--- src/rtl/arith_enc_ctrl.sv ---
// Sequencing controller for the arithmetic-encoder interval datapath: issues a symbol to
// the bound_calc pair, latches the new interval, renormalises and streams out the code bits.
module arith_enc_ctrl #(
    parameter int unsigned BC_LAT = 5,
    parameter int unsigned PEND_W = 16
) (
    input  logic        clk,
    input  logic        rst,
    input  logic        sym_valid,
    output logic        sym_ready,
    input  logic [15:0] sym_prob_upper,
    input  logic [15:0] sym_prob_lower,
    input  logic [16:0] sym_inv_total,
    input  logic        sym_last,
    output logic [15:0] bc_work_upper,
    output logic [15:0] bc_work_lower,
    output logic [15:0] bc_prob_upper,
    output logic [15:0] bc_prob_lower,
    output logic [16:0] bc_prob_range,
    input  logic [15:0] bc_upper_res,
    input  logic [15:0] bc_lower_res,
    output logic        bit_valid,
    input  logic        bit_ready,
    output logic        bit_out,
    output logic        done,
    output logic        pend_ovf
);

    localparam int unsigned CNT_W = $clog2(BC_LAT + 1);

    typedef enum logic [2:0] {IDLE, CALC, RENORM, EMIT, FLUSH, FDONE} state_t;

    state_t            state;
    logic [15:0]       work_upper;
    logic [15:0]       work_lower;
    logic [PEND_W-1:0] pending;
    logic [PEND_W-1:0] emit_rem;
    logic [CNT_W-1:0]  lat_cnt;
    logic              last_r;
    logic              emit_bit;
    logic              flushing;

    logic              e1;
    logic              e2;
    logic              e3;
    logic              pend_sat;
    logic [PEND_W-1:0] pend_inc;
    logic [15:0]       e3_upper;
    logic [15:0]       e3_lower;

    always_comb begin
        e1       = ~work_upper[15] & ~work_lower[15];
        e2       = work_upper[15] & work_lower[15];
        e3       = (work_lower[15:14] == 2'b01) && (work_upper[15:14] == 2'b10);
        pend_sat = &pending;
        pend_inc = pend_sat ? pending : pending + 1'b1;
        e3_upper = work_upper - 16'h4000;
        e3_lower = work_lower - 16'h4000;
    end

    always_ff @(posedge clk) begin
        if (rst) begin
            state         <= IDLE;
            work_upper    <= '1;
            work_lower    <= '0;
            pending       <= '0;
            emit_rem      <= '0;
            lat_cnt       <= '0;
            last_r        <= 1'b0;
            emit_bit      <= 1'b0;
            flushing      <= 1'b0;
            sym_ready     <= 1'b1;
            bit_valid     <= 1'b0;
            bit_out       <= 1'b0;
            done          <= 1'b0;
            pend_ovf      <= 1'b0;
            bc_work_upper <= '0;
            bc_work_lower <= '0;
            bc_prob_upper <= '0;
            bc_prob_lower <= '0;
            bc_prob_range <= '0;
        end else begin
            done <= 1'b0;
            case (state)
                IDLE: begin
                    if (sym_valid && sym_ready) begin
                        bc_work_upper <= work_upper;
                        bc_work_lower <= work_lower;
                        bc_prob_upper <= sym_prob_upper;
                        bc_prob_lower <= sym_prob_lower;
                        bc_prob_range <= sym_inv_total;
                        last_r        <= sym_last;
                        lat_cnt       <= '0;
                        sym_ready     <= 1'b0;
                        state         <= CALC;
                    end
                end
                CALC: begin
                    if (lat_cnt == CNT_W'(BC_LAT - 1)) begin
                        work_upper <= bc_upper_res;
                        work_lower <= bc_lower_res;
                        state      <= RENORM;
                    end else begin
                        lat_cnt <= lat_cnt + 1'b1;
                    end
                end
                RENORM: begin
                    if (e1 || e2) begin
                        emit_bit  <= e2;
                        bit_out   <= e2;
                        bit_valid <= 1'b1;
                        emit_rem  <= pending;
                        flushing  <= 1'b0;
                        state     <= EMIT;
                    end else if (e3) begin
                        work_lower <= {e3_lower[14:0], 1'b0};
                        work_upper <= {e3_upper[14:0], 1'b1};
                        pending    <= pend_inc;
                        if (pend_sat)
                            pend_ovf <= 1'b1;
                    end else if (last_r) begin
                        state <= FLUSH;
                    end else begin
                        sym_ready <= 1'b1;
                        state     <= IDLE;
                    end
                end
                // emit_rem counts the complement bits still owed after the one on bit_out
                EMIT: begin
                    if (bit_ready) begin
                        if (emit_rem == '0) begin
                            bit_valid  <= 1'b0;
                            pending    <= '0;
                            work_lower <= {work_lower[14:0], 1'b0};
                            work_upper <= {work_upper[14:0], 1'b1};
                            if (flushing) begin
                                done  <= 1'b1;
                                state <= FDONE;
                            end else begin
                                state <= RENORM;
                            end
                        end else begin
                            emit_rem <= emit_rem - 1'b1;
                            bit_out  <= ~emit_bit;
                        end
                    end
                end
                FLUSH: begin
                    pending   <= pend_inc;
                    if (pend_sat)
                        pend_ovf <= 1'b1;
                    emit_bit  <= |work_lower[15:14];
                    bit_out   <= |work_lower[15:14];
                    bit_valid <= 1'b1;
                    emit_rem  <= pend_inc;
                    flushing  <= 1'b1;
                    state     <= EMIT;
                end
                FDONE: begin
                    work_upper <= '1;
                    work_lower <= '0;
                    pending    <= '0;
                    flushing   <= 1'b0;
                    sym_ready  <= 1'b1;
                    state      <= IDLE;
                end
                default: begin
                    sym_ready <= 1'b1;
                    state     <= IDLE;
                end
            endcase
        end
    end

endmodule

--- config.mk ---
export PLATFORM = sky130hd
export DESIGN_NAME = arith_enc_ctrl
export DESIGN_NICKNAME = d
export VERILOG_FILES = /design/src/rtl/arith_enc_ctrl.sv
export SDC_FILE = /design/constraint.sdc
export NUM_CORES = 1
export LEC_CHECK = 0
export ABC_AREA = 1
export ABC_CLOCK_PERIOD_IN_PS = 1950
export CORE_AREA = 2 2 131 133
export CTS_BUF_LIST = sky130_fd_sc_hd__clkbuf_4 sky130_fd_sc_hd__clkbuf_8
export CTS_CLUSTER_DIAMETER = 100
export DETAILED_ROUTE_END_ITERATION = 12
export DIE_AREA = 0 0 133 135
export HOLD_SLACK_MARGIN = 0.15
export MAX_ROUTING_LAYER = met4
export PLACE_DENSITY = 0.77
export SLEW_MARGIN = 20
export SYNTH_ARGS = -nofsm -noshare
export SYNTH_HDL_FRONTEND = slang
export SYNTH_SLANG_ARGS = --single-unit
export TNS_END_PERCENT = 30
--- constraint.sdc ---
create_clock -name clk -period 1.95 [get_ports clk]
set_clock_uncertainty 0.2 [all_clocks]
set_input_delay 0.39 -clock clk [delete_from_list [all_inputs] [get_ports clk]]
set_output_delay 0.39 -clock clk [all_outputs]
set_load 0.01 [all_outputs]
==> results of run 1 <==
## Yosys cell counts (2+ instances only)
master,n,area (µm²)
o22ai_1,3,18.8
nand4_1,27,169
xnor2_1,2,17.5
nor2_4,3,33.8
o21ai_0,27,135
buf_6,3,33.8
inv_1,68,255
dfxtp_1,159,3180
o211ai_1,3,22.5
nor3_1,5,25.0
nand2_2,5,31.3
buf_4,6,45.0
buf_2,19,95.1
clkbuf_1,34,128
nor2_2,2,12.5
ha_1,5,62.6
nand3_1,137,686
nand2_1,337,1260
o22a_1,14,123
xor2_1,6,52.6
nand3_2,3,30.0
a21oi_1,125,626
inv_2,8,30.0
buf_1,6,22.5
nor2_1,112,420
## worst reg2reg max path: cells and delay by family (launching register included)
| family | cells | cell delay, ps |
|---|---|---|
| adder cells (fa/ha/maj) | 1 | 160 |
| buffers and inverters | 3 | 410 |
| flip-flops | 1 | 340 |
| AO/OA/AOI/OAI | 1 | 50 |
| AND/OR/NAND/NOR | 6 | 610 |
## cells by family after synthesis
group,count (synthesis),synth area share
fa+ha+maj,5,0.00818
flops,159,0.416
xor+xnor,8,0.00916
buf+inv,144,0.0797
compound gates,180,0.131
simple gates,636,0.356
## path summary, 6_finish.rpt
path / slack [ps] / depth (start not counted) / end
hold / removal: 260 / 2 / bc_prob_range[1]
hold reg to reg: 260 / 2 / bc_prob_range[1]
setup reg to reg: 50 / 11 / pending[6]
setup / recovery: 40 / 1 / done
## metal layers
metal	vias up	global-route usage
met3	51	0.0706
met5	-	-
met4	0	0.0956
met1	3858	0.308
met2	282	0.433
li1	4144	-
## power by group through the flow
stage                     Clock [µW]  Sequential (µW)  Combinational (µW)
after floorplan                    0             4700                4840
after global placement             0             4550                7870
after detailed placement           0             4570                8010
after CTS                       2590             4490                7890
after global routing            2710             4590                9250
final                           2540             4500                8320
## flip-flops by register name (all words and copies together), names as in the netlist, 3 cells and up
signal and flops:
state 3, work_lower 16, work_upper 16, bc_prob_upper 16, bc_prob_lower 16, emit_rem 16
pending 16, bc_work_upper 16, bc_work_lower 16, bc_prob_range 17, lat_cnt 3
## layout make-up
| type | instances | area, µm² | area share |
|---|---|---|---|
| multi-input combinational | 829 | 4020 | 0.376 |
| sequential | 159 | 3190 | 0.298 |
| timing repair buffer | 266 | 2510 | 0.235 |
| inverter | 76 | 292 | 0.0273 |
| tap | 220 | 275 | 0.0258 |
| clock buffer | 19 | 255 | 0.0239 |
| clock inverter | 13 | 149 | 0.0139 |
## timing repair
action                                  in CTS  in global routing
buffers inserted                             0                  8
cloned                                       0                  1
hold endpoints to repair                    11                  0
resized for setup                           81                 53
hold buffers                                 1                  0
endpoints found under the setup margin     109                 77
pin swaps                                    1                 10
## metrics by stage
| stage | power, µW | instances | utilization |
|---|---|---|---|
| 2_1_floorplan | 9540 | 1132 | - |
| 3_3_place_gp | 12400 | 1540 | 0.615 |
| 3_5_place_dp | 12600 | 1540 | 0.615 |
| 4_1_cts | 15000 | 1573 | 0.635 |
| 5_1_grt | 16600 | 1582 | 0.651 |
| 6_report | 15400 | 1582 | 0.651 |
==> flow_summary.rst, run 1 <==
.. list-table::
   :header-rows: 1

   * - Metric
     - Value
   * - Estimated wirelength of the detail-placed design
     - 16200 µm
   * - Final cell area excluding filler cells
     - 0.0107 mm²
   * - Post-route met1 wirelength
     - 9440 µm
   * - Place WS
     - -60.8 ps
   * - Number of nets in the synthesized netlist
     - 1223
   * - Die width
     - 133 µm
   * - Cell with the biggest individual delay on the critical path
     - clkdlybuf4s50_1
   * - Final critical-path share of the clock period
     - 0.978
   * - Core region area
     - 0.0164 mm²
   * - Global-route total usage across every layer
     - 0.262
   * - Synth Warn #
     - 0
   * - Flop pwr share
     - 0.293
   * - Initial Utilization
     - 0.466
   * - Pwr dens
     - 1440 mW/mm²
   * - Hold wc startpoint
     - bc_prob_range[1]
   * - Number of nets in the final layout
     - 1440
   * - Longest Clk Path Bufs
     - 2
   * - Clock tree root driver cell
     - clkbuf_8
   * - Placed Instance Area
     - 0.0101 mm²
   * - Vias
     - 8335
   * - Number of top-level design ports
     - 172
   * - Leakage power summed over all cells
     - 0.00490 µW
   * - Switching Share
     - 0.438
   * - Mean Syn Cell Area
     - 6.76 µm²
   * - Share of flip-flops with an asynchronous set or reset after synthesis
     - 0
   * - Top FF cell, synth
     - dfxtp_1
   * - Worst slew slack as a fraction of its limit
     - 0.701
   * - Final-report setup violation count
     - 0
   * - Crit Reg-Reg Startpoint
     - emit_rem[1]
   * - Die outline height
     - 135 µm
   * - Clock tree from TritonCTS
     - built
   * - Worst hold margin
     - 260 ps
   * - Logic pwr share
     - 0.542
   * - Arrival time at the worst endpoint
     - 1320 ps
   * - Critical Path End Type
     - output pin
   * - Final min period
     - 1910 ps
   * - Part of the total power dissipated in the clock network
     - 0.165
   * - Proportion of synthesized chip area in sequential cells
     - 0.416
   * - Data required time of the worst path
     - 1360 ps
   * - Final number of hold-violating endpoints
     - 0
   * - Count of flip-flops with a built-in enable after synthesis
     - 0
   * - Delay of the slowest critical-path stage
     - 550 ps
   * - Number of I/O port buffers
     - 171
   * - Initial antenna violation count
     - 0
   * - Run status
     - finished clean
   * - Detailed-route vias per instance
     - 5.27
   * - Pint
     - 8630 µW
   * - Highest layer used for signal routing
     - met4
   * - Final setup slack of the worst path
     - 42.5 ps
   * - Clock-pin slew of the registers on the worst-case setup and hold paths
     - 90 ps
   * - RSZ-0062 raised after global routing
     - yes
   * - DRC violations left
     - 0
   * - Total clock sinks
     - 159
   * - Wire length per cell after detailed routing
     - 14.7 µm
   * - Total negative setup slack
     - 0 ps
   * - ANT nets after route
     - 0
   * - Layout area overhead
     - 39.7%
   * - Clk Latency, worst-skew pair
     - 470 ps
   * - Max H-tree Level
     - 4
   * - Count of buffering cells on the critical path with inverters included
     - 1
   * - Count of max-cap constraint violations
     - 0
   * - Number of buffers added by the clock tree synthesis step
     - 17
   * - Class of the tightest hold or removal check
     - flip-flop to flip-flop
   * - Achievable clock frequency
     - 524 MHz
   * - Net switching power
     - 6730 µW
   * - Most common library cell in the layout ignoring fill and taps
     - nand2_1
   * - Type of the worst setup path
     - flip-flop to output pin
   * - Pin count of the biggest net entering global routing
     - 65
   * - Synthesis-stage register bit count
     - 159
   * - Largest voltage drop on the vdd net
     - 0.735 mV
   * - TritonRoute pass-1 iters
     - 6
   * - Critical path launch point
     - done
   * - Largest delay share family, worst path
     - buffers and inverters
   * - Layout cells sized above 1
     - 0.141
   * - Global-route wire length before repair
     - 37200 µm
   * - Summed instance area of the synthesized netlist
     - 0.00765 mm²
   * - Floorplan row count
     - 47
   * - Commonest cells after routing, fill and taps aside
     - nand2_1, dfxtp_1, nand3_1
   * - Total Die Area
     - 0.0180 mm²
   * - Mapped Cells
     - 1132
   * - Startpoint types
     - flip-flop
   * - Placer's final routability congestion estimate
     - 0.903
   * - Worst Max-Slew Pin Slew
     - 448 ps
   * - Number of global-route vias before repair
     - 7791
   * - Total grt overflow
     - 0
   * - Final wirelength
     - 23200 µm
   * - Cell-by-cell listing of the critical path
     - clkdlybuf4s50_1
   * - Number of inserted filler cells in the final layout
     - 1435
   * - Met3 layer wire length in the routed design
     - 1650 µm
   * - Distinct cell type count after synthesis
     - 38
   * - Length of routed met2 wiring
     - 11500 µm
   * - CP Max Fanout
     - 1
   * - Initial DRC Count
     - 615
   * - N_diodes
     - 0
   * - Number of max-slew violations in the final report
     - 0
No activity file was read; power rests on OpenSTA's default activity.
==> run 2: changes to the inputs <==
ABC_CLOCK_PERIOD_IN_PS = 2100   (was 1950)
CORE_AREA = 2 2 125 127   (was 2 2 131 133)
DIE_AREA = 0 0 127 129   (was 0 0 133 135)
PLACE_DENSITY = 0.81   (was 0.77)
clock period = 2.1 ns   (was 1.95 ns; I/O delays follow)
==> run 2 against run 1 <==
Clock-buffer cell count unchanged. Via count down 2.2%. Power down 8.5%. Die area down 8.8%. Largest cell class unchanged. Worst setup slack better by 24 ps. Cell area down 4.1%. Register-to-register slack better by 120 ps.
==> flow_summary.rst, run 2 (synthesis results as in run 1) <==
.. list-table::
   :header-rows: 1

   * - Metric
     - Value
   * - Run status
     - finished clean
   * - Number of I/O port buffers
     - 171 (unchanged)
   * - TritonRoute pass-1 iters
     - 7 (+1)
   * - Core region area
     - 0.0150 mm² (-8.7%)
   * - Final wirelength
     - 22100 µm (-4.9%)
   * - Cell-by-cell listing of the critical path
     - clkdlybuf4s50_1
   * - Class of the tightest hold or removal check
     - flip-flop to flip-flop
   * - Layout cells sized above 1
     - 0.0888 (-0.0521)
   * - Data required time of the worst path
     - 1480 ps (+120 ps)
   * - Number of global-route vias before repair
     - 7491 (-3.9%)
   * - Floorplan row count
     - 45 (-4.3%)
   * - Placer's final routability congestion estimate
     - 0.937 (+3.8%)
   * - Type of the worst setup path
     - flip-flop to output pin
   * - Count of max-cap constraint violations
     - 0 (unchanged)
   * - R2R setup slack
     - 170 ps (+120 ps)
   * - Startpoint types
     - flip-flop
   * - Number of inserted filler cells in the final layout
     - 1264 (-12%)
   * - Pwr dens
     - 1370 mW/mm² (-4.6%)
   * - Estimated wirelength of the detail-placed design
     - 15400 µm (-4.7%)
   * - Initial DRC Count
     - 632 (+2.8%)
   * - Critical Path End Type
     - output pin
   * - Post-Place Cells
     - 1471 (-4.5%)
   * - Number of max-slew violations in the final report
     - 0 (unchanged)
   * - Most common library cell in the layout ignoring fill and taps
     - nand2_1
   * - Final-report setup violation count
     - 0 (unchanged)
   * - ANT nets after route
     - 0 (unchanged)
   * - Wire length per cell after detailed routing
     - 14.7 µm (about the same)
   * - CP Max Fanout
     - 3 (+2)
   * - Initial Utilization
     - 0.511 (+0.0445)
   * - Commonest cells after routing, fill and taps aside
     - nand2_1, clkdlybuf4s50_1, dfxtp_1
   * - Final number of hold-violating endpoints
     - 0 (unchanged)
   * - Terminus of the critical flop-to-flop path
     - emit_rem[3]
   * - Die outline height
     - 129 µm (-4.4%)
   * - Longest Clk Path Bufs
     - 2 (unchanged)
   * - DRC violations left
     - 0 (unchanged)
   * - Crit Reg-Reg Startpoint
     - emit_rem[0]
   * - Leakage power summed over all cells
     - 0.00421 µW (-14%)
   * - Number of cells in the finished layout apart from fillers
     - 1505 (-4.9%)
   * - R2R cell count
     - 10 (-1)
   * - Critical path launch point
     - sym_ready
   * - Clock tree from TritonCTS
     - built
   * - Clock tree root driver cell
     - clkbuf_8
   * - FF+latch area
     - 0.00318 mm² (-0.16%)
   * - Die width
     - 127 µm (-4.5%)
   * - Cell with the biggest individual delay on the critical path
     - clkdlybuf4s50_1
   * - Worst Max-Slew Pin Slew
     - 388 ps (-59.8 ps)
   * - Max H-tree Level
     - 4 (unchanged)
   * - Max FFs per register
     - 17 (unchanged)
   * - Largest register by flop count
     - bc_prob_range
   * - Number of logic stages on the critical path including buffering
     - 1 (unchanged)
   * - Clk Latency, worst-skew pair
     - 460 ps (about the same)
   * - Arrival time at the worst endpoint
     - 1410 ps (+90 ps)
   * - Number of top-level design ports
     - 172 (unchanged)
   * - Fin util
     - 0.684 (+0.0332)
   * - Global-route wire length before repair
     - 35700 µm (-3.9%)
   * - Total grt overflow
     - 0 (unchanged)
   * - Detailed-route vias per instance
     - 5.41 (+2.8%)
   * - Worst slew slack as a fraction of its limit
     - 0.740 (+0.0389)
   * - Clock-pin slew of the registers on the worst-case setup and hold paths
     - 100 ps (about the same)
   * - Worst hold margin
     - 265 ps (+5.72 ps)
   * - Number of nets in the final layout
     - 1395 (-3.1%)
   * - Number of cells on the worst hold path
     - 2 (unchanged)
   * - Achievable clock frequency
     - 492 MHz
   * - RSZ-0062 raised after global routing
     - no
   * - Count of buffering cells on the critical path with inverters included
     - 1 (unchanged)
   * - N_diodes
     - 0 (unchanged)
   * - Pin count of the biggest net entering global routing
     - 84 (+29%)
   * - Layout area overhead
     - 34.0%
   * - Final min period
     - 2030 ps
   * - Largest delay share family, worst path
     - buffers and inverters
   * - Final critical-path share of the clock period
     - 0.968
   * - Initial antenna violation count
     - 0 (unchanged)
   * - Total clock sinks
     - 159 (unchanged)
   * - Number of buffers added by the clock tree synthesis step
     - 17 (unchanged)
   * - Global-route total usage across every layer
     - 0.274 (+0.0123)
   * - Total Die Area
     - 0.0164 mm² (-8.8%)
   * - Vias
     - 8149 (-2.2%)
   * - Largest voltage drop on the vdd net
     - 0.906 mV (+23%)
   * - Delay of the slowest critical-path stage
     - 570 ps (+20 ps)
   * - Area of combinational cells with multiple inputs
     - 0.00390 mm² (-2.9%)
   * - End point of the critical path
     - sym_ready
[run 2: power by group]
part	switching, µW	total (µW)	internal [µW]
combinational	4360	7350	2980
clock	1220	2470	1250
sequential	495	4240	3740
total	6080	14100	7970
[run 2: per-layer routing]
layer | track usage | wire length (µm) | up-vias
li1 | - | - | 4054
met1 | 0.329 | 9060 | 3755
met2 | 0.454 | 11000 | 286
met3 | 0.0703 | 1450 | 54
met4 | 0.0879 | 533 | 0
met5 | - | 0 | -
[run 2: timing repair]
item                                   CTS  global route
resized for setup                        1             8
gates cloned                             0             0
endpoints found under the hold margin    4             0
buffers inserted                         0             1
setup endpoints to repair                7            54
pin swaps                                0             2
hold buffers                             1             0
[run 2: worst min path at each step]
stage / start / end / slack [ps]
4_1_cts: bc_prob_range[3] / bc_prob_range[3] / 270
3_5_place_dp: bc_prob_range[3] / bc_prob_range[3] / 250
3_3_place_gp: bc_prob_lower[14] / bc_prob_lower[14] / 250
2_1_floorplan: last_r / last_r / 240
6_report: bc_prob_range[3] / bc_prob_range[3] / 270
5_1_grt: bc_prob_upper[13] / bc_prob_upper[13] / 280
[run 2: layout make-up]
| class | instances | share of cell area |
|---|---|---|
| clock buffers | 19 | 0.0249 |
| clock inverters | 13 | 0.0172 |
| inverters | 76 | 0.0278 |
| multi-input cells | 829 | 0.381 |
| flip-flops and latches | 159 | 0.311 |
| well taps | 188 | 0.0229 |
| repair buffers | 221 | 0.216 |
[run 2: per-stage QoR]
step	power, µW	setup slack, ps	instance area, µm²	TNS, ps
floorplan	8860	192	7650	0
global placement	11200	25.0	9750	0
detailed placement	11400	-14.1	9750	-14.1
CTS	13900	3.10	10200	0
global route	15100	17.9	10200	0
finish	14100	66.9	10200	0
[run 2: worst reg2reg max path: stages, from the launching register on]
cell and delay (ps):
dfxtp_1 350, inv_1 60, ha_1 230, nand2_2 140, nor2_4 60, nand3_1 160
nand3_2 170, buf_12 190, nand2_1 70, nand2_1 60, a21oi_1 160
==> run 3: changes to the inputs <==
ABC_AREA = unset   (was 1)
CORE_AREA = 2 2 124 126   (was 2 2 125 127)
DIE_AREA = 0 0 126 128   (was 0 0 127 129)
TNS_END_PERCENT = unset   (was 30)
==> run 3 against run 2 <==
The run now ends with negative setup slack left. Worst setup slack lost 410 ps. Synthesized cell count shrank 16%. Routed wire length grew 10%. Sequential power shrank 11%. Non-clock buffer count grew 104. Final cell count shrank 6.0%. Fmax shrank 17%. Power shrank 29%. Via count is essentially flat. Clock power is essentially flat. Critical path depth grew 8. Largest cell class unchanged. Largest power group is now sequential cells.
==> flow_summary.rst, run 3 <==
.. list-table::
   :header-rows: 1

   * - Metric
     - Value
   * - ANT nets after route
     - 0 (unchanged)
   * - Synthesis-stage register bit count
     - 159 (unchanged)
   * - Cell-by-cell listing of the critical path
     - inv_2 > ha_4 > or3b_4 > or3_4 > o21ai_4 > buf_6 > nand2_8 > buf_12 > mux2i_2
   * - Count of buffering cells on the critical path with inverters included
     - 3 (+2)
   * - Total grt overflow
     - 0 (unchanged)
   * - Estimated wirelength of the detail-placed design
     - 16000 µm (+3.7%)
   * - Class of the tightest hold or removal check
     - flip-flop to flip-flop
   * - Number of nets in the synthesized netlist
     - 1041 (-15%)
   * - Top area cells in the synthesized netlist
     - dfxtp_1, nand2_1, a21oi_1
   * - Number of I/O port buffers
     - 171 (unchanged)
   * - Synth Warn #
     - 0 (unchanged)
   * - N_diodes
     - 0 (unchanged)
   * - Worst Max-Slew Pin Slew
     - 647 ps (+258 ps)
   * - Startpoint types
     - flip-flop
   * - Total Die Area
     - 0.0161 mm² (-1.6%)
   * - Layout area overhead
     - 51.2%
   * - Max H-tree Level
     - 4 (unchanged)
   * - Global-route wire length before repair
     - 38000 µm (+6.4%)
   * - Final critical-path share of the clock period
     - 1.16 (+0.193)
   * - Clock-pin slew of the registers on the worst-case setup and hold paths
     - 90 ps (about the same)
   * - Synth area leader
     - dfxtp_1
   * - Floorplan row count
     - 45 (unchanged)
   * - Post-Place Cells
     - 1361 (-7.5%)
   * - Worst slew slack as a fraction of its limit
     - 0.563 (-0.177)
   * - Die outline height
     - 128 µm (-0.78%)
   * - Placed Instance Area
     - 0.0103 mm² (+5.7%)
   * - Hold-critical path endpoint
     - bc_prob_range[13]
   * - Delay of the slowest critical-path stage
     - 420 ps (-150 ps)
   * - Placer's final routability congestion estimate
     - 0.936 (-0.14%)
   * - Final cell area excluding filler cells
     - 0.0114 mm² (+11%)
   * - Most common library cells after synthesis
     - nand2_1, dfxtp_1, a21oi_1
   * - Number of inserted filler cells in the final layout
     - 1055 (-17%)
   * - Final setup slack of the worst path
     - -339 ps (-406 ps)
   * - Clock tree from TritonCTS
     - built
   * - R2R setup slack
     - -340 ps (-510 ps)
   * - Share of flip-flops with an asynchronous set or reset after synthesis
     - 0 (unchanged)
   * - Worst hold margin
     - 255 ps (-10.3 ps)
   * - Pwr dens
     - 879 mW/mm² (-36%)
   * - Number of global-route vias before repair
     - 7746 (+3.4%)
   * - Top FF cell, synth
     - dfxtp_1
   * - Area of combinational cells with multiple inputs
     - 0.00445 mm² (+14%)
   * - Summed instance area of the synthesized netlist
     - 0.00754 mm² (-1.5%)
   * - Proportion of synthesized chip area in sequential cells
     - 0.422 (+0.00615)
   * - Final number of hold-violating endpoints
     - 0 (unchanged)
   * - Final-report setup violation count
     - 69 (+69)
   * - Initial antenna violation count
     - 0 (unchanged)
   * - Core region area
     - 0.0149 mm² (-0.75%)
   * - Mean Syn Cell Area
     - 7.94 µm² (+17%)
   * - Largest delay share family, worst path
     - simple AND/OR/NAND/NOR gates
   * - Achievable clock frequency
     - 410 MHz (-17%)
   * - Largest register by flop count
     - bc_prob_range
   * - Most common library cell in the layout ignoring fill and taps
     - nand2_1
   * - Number of top-level design ports
     - 172 (unchanged)
   * - Data required time of the worst path
     - 2260 ps (+780 ps)
   * - Number of buffers added by the clock tree synthesis step
     - 17 (unchanged)
   * - Longest Clk Path Bufs
     - 2 (unchanged)
   * - Detailed-route vias per instance
     - 5.76 (+6.4%)
   * - Final wirelength
     - 24400 µm (+10%)
   * - Type of the worst setup path
     - flip-flop to flip-flop
   * - R2R cell count
     - 9 (-1)
   * - DRC violations left
     - 0 (unchanged)
   * - Critical Path End Type
     - flip-flop
   * - Number of max-slew violations in the final report
     - 0 (unchanged)
   * - Leakage power summed over all cells
     - 0.00427 µW (+1.4%)
   * - Wire length per cell after detailed routing
     - 17.2 µm (+17%)
   * - Cell with the biggest individual delay on the critical path
     - or3_4
   * - RSZ-0062 raised after global routing
     - yes
   * - Mapped Cells
     - 950 (-16%)
   * - Number of cells on the worst hold path
     - 2 (unchanged)
   * - Terminus of the critical flop-to-flop path
     - work_upper[10]
   * - Clk Latency, worst-skew pair
     - 480 ps (+20 ps)
   * - Layout cells sized above 1
     - 0.235 (+0.146)
   * - Crit Reg-Reg Startpoint
     - emit_rem[0]
   * - Overall Power
     - 10000 µW (-29%)
   * - Clock tree root driver cell
     - clkbuf_8
   * - Total clock sinks
     - 159 (unchanged)
   * - Final min period
     - 2440 ps (+406 ps)
   * - Area fraction of the dominant cell type after synthesis
     - 0.422 (+0.00615)
   * - Hold wc startpoint
     - bc_prob_range[13]
   * - Top-count cell post-synth
     - nand2_1
   * - Count of max-cap constraint violations
     - 0 (unchanged)
   * - Distinct cell type count after synthesis
     - 74 (+95%)
   * - CP Max Fanout
     - 7 (+4)
   * - Initial DRC Count
     - 442 (-30%)
   * - Global-route total usage across every layer
     - 0.299 (+0.0243)
   * - Run status
     - complete, but fails checks
   * - Pin count of the biggest net entering global routing
     - 62 (-26%)
   * - FF+latch area
     - 0.00319 mm² (about the same)
   * - TritonRoute pass-1 iters
     - 7 (unchanged)
   * - Violations in the final reports
     - negative setup slack
   * - Fin util
     - 0.767 (+0.0824)
   * - Count of flip-flops with a built-in enable after synthesis
     - 0 (unchanged)
   * - Arrival time at the worst endpoint
     - 2600 ps (+1190 ps)
   * - Largest voltage drop on the vdd net
     - 0.580 mV (-36%)
   * - Die width
     - 126 µm (-0.79%)
   * - Vias
     - 8147 (-0.025%)
   * - Number of cells in the finished layout apart from fillers
     - 1414 (-6.0%)
   * - Initial Utilization
     - 0.507 (-0.00362)
   * - Number of nets in the final layout
     - 1304 (-6.5%)
   * - Max FFs per register
     - 17 (unchanged)
   * - Commonest cells after routing, fill and taps aside
     - nand2_1, clkdlybuf4s50_1, dfxtp_1
-- run 3: changes by cell type in the layout (fill, tap and decap cells not counted), sizes merged, moves of 20 or more --
cell and change:
buf +103, nor2 -65, inv -69, and2 +20, a211oi +28, nand3 -115
nand2 -132, a311oi +23
-- run 3: final cells by class --
class                      instances  area share
clock inverter                    12      0.0139
inverter                           9     0.00296
multi-input combinational        701       0.390
timing repair buffer             325       0.269
tap                              188      0.0206
sequential                       159       0.280
clock buffer                      20      0.0236
-- run 3: stage by stage --
| stage | TNS [ps] | setup WS [ps] |
|---|---|---|
| finish | -17230 | -339 |
| global route | -22250 | -409 |
| CTS | -16800 | -330 |
| detailed placement | -17440 | -422 |
| global placement | -15860 | -327 |
| floorplan | -13780 | -381 |
-- run 3: metal layers --
metal	track usage	vias up	wire (µm)
li1	-	3916	-
met1	0.351	3868	9890
met2	0.489	301	12100
met3	0.0651	62	1440
met4	0.142	0	907
met5	-	-	0
-- run 3: cell families after synthesis --
kind of cell / Yosys count / share of synthesized area
buffers and inverters: 91 / 0.0510
xor gates and xnor gates: 11 / 0.0128
adders and majority gates: 5 / 0.00830
DFF: 159 / 0.422
and+or+nand+nor: 400 / 0.249
muxes: 18 / 0.0241
AOI/OAI and AO/OA: 266 / 0.233
-- run 3: worst max path at each step --
stage          slack, ps  cells after the start             end        start
6_report            -340                      9  work_upper[10]  emit_rem[0]
5_1_grt             -410                     10    emit_rem[14]  emit_rem[0]
4_1_cts             -330                      9  work_upper[10]  emit_rem[1]
3_5_place_dp        -420                      8   work_lower[1]  emit_rem[0]
3_3_place_gp        -330                      7     emit_rem[6]    bit_ready
2_1_floorplan       -380                     10  work_lower[10]  emit_rem[0]
-- run 3: worst min-delay path: stages, from the launching register on --
cell and delay, ps:
dfxtp_1 320, nand2_1 50, a21oi_1 50
-- run 3: where the power goes --
group	leakage, µW	internal, µW	switching [µW]	total (µW)
Clock	0.000218	1260	1230	2490
Sequential	0.00130	3460	322	3780
Combinational	0.00275	1890	1850	3740
Total	0.00427	6610	3400	10000
-- run 3: timing repair --
| action | 4_1_cts | 5_1_grt |
|---|---|---|
| hold endpoints to repair | 1 | 0 |
| hold buffers | 1 | 0 |
| pin swaps | 43 | 21 |
| setup buffers | 14 | 5 |
| setup endpoints to repair | 70 | 76 |
| gates cloned | 1 | 2 |
| gates resized for setup | 72 | 40 |
